<file path="config.mk">
export PLATFORM = sky130hd
export DESIGN_NAME = prio_irq_encoder
export DESIGN_NICKNAME = d
export VERILOG_FILES = /design/src/rtl/prio_irq_encoder_pkg.sv /design/src/rtl/prio_irq_encoder_prio_find.sv /design/src/rtl/prio_irq_encoder.sv
export SDC_FILE = /design/constraint.sdc
export NUM_CORES = 1
export LEC_CHECK = 0
export CORE_MARGIN = 2
export CORE_UTILIZATION = 44
export CTS_CLUSTER_DIAMETER = 40
export CTS_CLUSTER_SIZE = 28
export DETAILED_ROUTE_END_ITERATION = 8
export GPL_TIMING_DRIVEN = 0
export PLACE_DENSITY = 0.86
export SLEW_MARGIN = 20
export SYNTH_ARGS = -nofsm -noshare
export SYNTH_HDL_FRONTEND = slang
export SYNTH_SLANG_ARGS = --single-unit
export TNS_END_PERCENT = 30
</file>
<file path="constraint.sdc">
create_clock -name clk -period 1.53 [get_ports clk]
set_input_delay 0.3825 -clock clk [delete_from_list [all_inputs] [get_ports clk]]
set_output_delay 0.3825 -clock clk [all_outputs]
set_load 0.1 [all_outputs]
</file>
<file path="src/rtl/prio_irq_encoder_pkg.sv">
// Shared encodings for the registered priority interrupt encoder.
package prio_irq_encoder_pkg;

  typedef enum logic {
    ST_IDLE  = 1'b0,
    ST_GRANT = 1'b1
  } state_e;

  localparam logic MODE_FIXED = 1'b0;
  localparam logic MODE_RR    = 1'b1;

endpackage

</file>
<file path="src/rtl/prio_irq_encoder_prio_find.sv">
// Combinational search for the first set bit of vec at or above start,
// wrapping from N-1 back to 0.
module prio_find #(
  parameter int N = 8,
  localparam int W = (N > 1) ? $clog2(N) : 1
) (
  input  logic [N-1:0] vec,
  input  logic [W-1:0] start,
  output logic [W-1:0] idx,
  output logic         found
);

  logic [W-1:0] hi_idx;
  logic [W-1:0] lo_idx;
  logic         hi_any;
  logic         lo_any;

  // Scanning downward lets the last hit be the lowest index in each window.
  always_comb begin
    hi_idx = '0;
    lo_idx = '0;
    hi_any = 1'b0;
    lo_any = 1'b0;
    for (int i = N - 1; i >= 0; i--) begin
      if (vec[i]) begin
        lo_idx = W'(i);
        lo_any = 1'b1;
        if (i >= int'(start)) begin
          hi_idx = W'(i);
          hi_any = 1'b1;
        end
      end
    end
    idx   = hi_any ? hi_idx : lo_idx;
    found = lo_any;
  end

endmodule

</file>
<file path="src/rtl/prio_irq_encoder.sv">
// Registered N-line priority encoder: pending latch, per-line mask, fixed or
// round-robin selection, and a held grant with a valid/ack handshake.
module prio_irq_encoder
  import prio_irq_encoder_pkg::*;
#(
  parameter int N = 8,
  localparam int W = (N > 1) ? $clog2(N) : 1
) (
  input  logic         clk,
  input  logic         rst,
  input  logic [N-1:0] in,
  input  logic [N-1:0] mask,
  input  logic         mode,
  input  logic         ack,
  output logic [W-1:0] code,
  output logic         valid
);

  // Handshake: valid=1 presents code until the consumer raises ack at a
  // rising edge; that edge retires the grant. ack with valid=0 is ignored.
  state_e       state_q, state_d;
  logic [N-1:0] pending_q, pending_d;
  logic [W-1:0] ptr_q, ptr_d;
  logic [W-1:0] code_q, code_d;
  logic         valid_q, valid_d;

  logic [N-1:0] clr;
  logic [N-1:0] eligible;
  logic [W-1:0] start;
  logic [W-1:0] sel_idx;
  logic         sel_found;

  assign eligible = pending_q & ~mask;
  assign start    = (mode == MODE_RR) ? ptr_q : '0;

  prio_find #(.N(N)) u_find (
    .vec   (eligible),
    .start (start),
    .idx   (sel_idx),
    .found (sel_found)
  );

  always_comb begin
    state_d = state_q;
    ptr_d   = ptr_q;
    code_d  = code_q;
    valid_d = valid_q;
    clr     = '0;

    case (state_q)
      ST_IDLE: begin
        if (sel_found) begin
          code_d  = sel_idx;
          valid_d = 1'b1;
          state_d = ST_GRANT;
        end
      end
      ST_GRANT: begin
        if (ack) begin
          clr     = {{(N-1){1'b0}}, 1'b1} << code_q;
          valid_d = 1'b0;
          state_d = ST_IDLE;
          if (mode == MODE_RR) begin
            ptr_d = (code_q == W'(N - 1)) ? '0 : code_q + 1'b1;
          end
        end
      end
      default: begin
        state_d = ST_IDLE;
        valid_d = 1'b0;
      end
    endcase

    // A fresh request for the line being cleared keeps it pending.
    pending_d = (pending_q & ~clr) | in;
  end

  always_ff @(posedge clk) begin
    if (rst) begin
      state_q   <= ST_IDLE;
      pending_q <= '0;
      ptr_q     <= '0;
      code_q    <= '0;
      valid_q   <= 1'b0;
    end else begin
      state_q   <= state_d;
      pending_q <= pending_d;
      ptr_q     <= ptr_d;
      code_q    <= code_d;
      valid_q   <= valid_d;
    end
  end

  assign code  = code_q;
  assign valid = valid_q;

endmodule

</file>
==> impl_metrics.csv <==
group,metric,value,unit
critical_path,rr_endpoint,"code[0]",
grt,grt.overflow.total,0,
synth,syn_avg_cell_area,7.90,sq um
pwr,swShare,0.372,
finish,diodes,0,
pwr,p_sw,0.471,mW
floorplan,core,2210,sq um
timing,drv_slew,0,
timing,setup_viol,3,
finish,nFillCells,168,
placed_design,io_buffers,22,
grt,grt_max_degree,11,
pwr,p_leak,0.655,nW
synth,ys_seq_area_frac,0.312,
routing,route.detailed.drc,0,
timing,rsz0062_at_grt,"yes",
clock_tree,ctsHtreeMaxLevel,1,
critical_path,r2r-start,"ptr_q[1]",
clock_tree,clockRootBuffer,"clkbuf_4",
grt,grtUsageMet1,0.268,
timing,worstMarginPinSlew,0.487,ns
floorplan,chipHeight,52.3,um
finish,register_area,333,sq um
finish,multi_input_area,778,sq um
grt,grt_first_pass_wirelength,4780,um
status,violations,"setup timing",
timing,fin_ws,-0.0837,ns
grt,grt.total_usage,0.242,
critical_path,critical_path_arrival,1.81,ns
placed_design,gp_congestion,0.923,
critical_path,cp_max_fo,5,
synth,ys_seq_elements,16,
synth,yosysUniqueCellTypes,36,
synth,syn_inst,130,
pwr,combPwrFrac,0.368,
pwr,pwr-share-seq,0.398,
timing,maxSlewHeadroom,0.678,
routing,num_vias,1096,
hold_path,holdCritPathClass,"in2reg",
clock_tree,clkTransAtPathRegs,0.11,ns
finish,fin_nets,193,
synth,yosysWarnings,0,
critical_path,cp.required,1.73,ns
timing,fmax,0.620,GHz
floorplan,placementRows,17,
grt,grt.busiest_layer,"met2",
placed_design,place_hpwl,1880,um
grt,grt_pass1_vias,1060,
clock_tree,clk_path_buf_depth,2,
clock_tree,cts_buffers,3,
timing,fin_crit_sh,1.05,
synth,synth-edff-count,0,
timing,hold_slack,0.422,ns
timing,hold_viol_final,0,
clock_tree,cts_tree,"done",
clock_tree,cts_hold_buf,0,
routing,drt_iter0_markers,38,
pwr,p_total,1.27,mW
pwr,powerDensity,836,nW/um^2
floorplan,io_pins,24,
routing,avgViaCountPerCell,5.65,
pwr,p_clk_frac,0.234,
critical_path,end_kind,"flip-flop",
status,outcome,"complete, but fails checks",
critical_path,r2r_setup_slack,-0.08,ns
clock_tree,clkSinkCount,16,
synth,syn_nets,156,
finish,post-route-util,0.685,
routing,ant_nets,0,
critical_path,crit_type,"reg2reg",
routing,first_pass_iters,4,
finish,area_delta_synth_final,47.5,%
routing,wire_per_inst,15.6,um
critical_path,crit_path_start,"ptr_q[1]",
job,maxCapViolations,0,
timing,min_period,1.61,ns
routing,finalWirelength,3020,um
critical_path,r2r_cells,6,
synth,ys.flop_type,"dfxtp_1",
floorplan,initial_utilization,0.464,
pwr,ir_worst_vdd,738,uV
timing,fin_skew,0.0104,ns
critical_path,startpoint_type,"flip-flop",
clock_tree,clkLatencyLatePin,0.30,ns
grt,gr-usage-met3,0.0257,
synth,synth_area,1030,sq um
floorplan,die_area,2740,sq um
finish,drive_above_1_share,0.343,
synth,async_flop_share,0,
grt,grt_use_met2,0.442,
pwr,internal-power,0.795,mW
grt,antenna_found_initial,0,
critical_path,crit_end,"code[0]",
floorplan,die_w,52.3,um
## cells in the mapped netlist, types with 2 or more instances
library cell  number  share of area
a21oi_1           17          0.083
and2_1             3          0.018
buf_6              3          0.033
clkbuf_1           3          0.011
dfxtp_1           16           0.31
ha_1               6          0.073
inv_1              3          0.011
nand2_1           17          0.062
nand2b_1           5          0.030
nand3_1            2         0.0097
nand4_2            2          0.024
nor2_1            18          0.066
nor2b_1            6          0.037
nor3_1             4          0.019
o21a_1             3          0.022
o21ai_0            2         0.0097
## area by class of cell
class,instances,share of cell area
clock buffer,4,0.0239
inverter,3,0.00743
timing repair buffer,32,0.180
sequential,16,0.220
buffer,6,0.0322
multi-input combinational,105,0.514
tap,28,0.0231
## sequential cells by signal, indices dropped and copies added, names as in the netlist
name	count
code	3
ptr_q	3
pending_q	8
state_q	1
valid	1
## worst max-delay path, stage by stage (launching register included)
cell and delay (ns):
dfxtp_2 0.36, buf_4 0.14, nand2_1 0.09, o21ai_4 0.16
nand4_4 0.13, a2111o_1 0.37, a311oi_2 0.26
## stage by stage
| step | cells | setup TNS (ns) | setup WS (ns) | cell area (sq um) |
|---|---|---|---|---|
| 3_5_place_dp | 180 | -5.55 | -0.623 | 1290 |
| 6_report | 194 | -0.126 | -0.0837 | 1520 |
| 4_1_cts | 190 | -0.110 | -0.0895 | 1450 |
| 2_1_floorplan | 130 | -0.122 | -0.0636 | 1030 |
| 3_3_place_gp | 180 | -5.14 | -0.612 | 1290 |
| 5_1_grt | 194 | -0.322 | -0.144 | 1520 |
## how the worst min path moves through the flow
stage / from / to / slack (ns) / depth (start not counted)
after global routing: rst / pending_q[0] / 0.42 / 2
after CTS: rst / pending_q[0] / 0.44 / 2
after floorplan: pending_q[4] / pending_q[4] / 0.44 / 2
after detailed placement: pending_q[5] / pending_q[5] / 0.47 / 2
after global placement: pending_q[4] / pending_q[4] / 0.46 / 2
final: rst / pending_q[0] / 0.42 / 2
## power groups by stage
stage               Sequential, mW  Clock (mW)  Combinational, mW
floorplan                    0.589           0              0.185
global placement             0.497           0              0.385
detailed placement           0.500           0              0.393
CTS                          0.498       0.288              0.433
global route                 0.507       0.315              0.500
finish                       0.504       0.296              0.466
## layout by cell type (no fill, tap or decap), types with 2 or more instances in the layout
cell type,netlist,routed
o21a_1,3,3
inv_1,3,3
buf_6,3,4
nand2_1,17,17
a21oi_2,1,2
clkdlybuf4s15_1,0,2
nor2_1,18,17
dfxtp_1,16,6
buf_4,0,9
and2_4,1,3
nor2b_1,6,2
nand4_4,0,2
nand3_1,2,2
nor3_1,4,3
nand2b_4,1,6
buf_2,0,3
o21ai_4,0,2
a21oi_1,17,16
dlygate4sd2_1,0,7
clkdlybuf4s50_1,0,9
clkbuf_4,0,5
nor2b_4,0,3
dfxtp_2,0,10
ha_1,6,6
clkbuf_1,3,2
## cells by family after synthesis
kind of cell             after synthesis  share of synthesized area
buffers and inverters                  9                     0.0548
adder cells (fa/ha/maj)                6                     0.0731
AND/OR/NAND/NOR                       63                      0.320
AO/OA/AOI/OAI                         36                      0.240
flip-flops                            16                      0.312
## per-layer routing
layer,up-vias,wire [um]
met2,53,1650
li1,525,-
met3,8,163
met4,0,59
met5,-,0
met1,510,1150
## timing repair
item | in CTS | in global routing
buffers inserted | 6 | 3
endpoints found under the setup margin | 11 | 5
gates cloned | 0 | 1
gates resized for setup | 55 | 14
pin swaps | 13 | 8
hold endpoints to repair | 0 | 0
No activity file was read; power rests on OpenSTA's default activity.
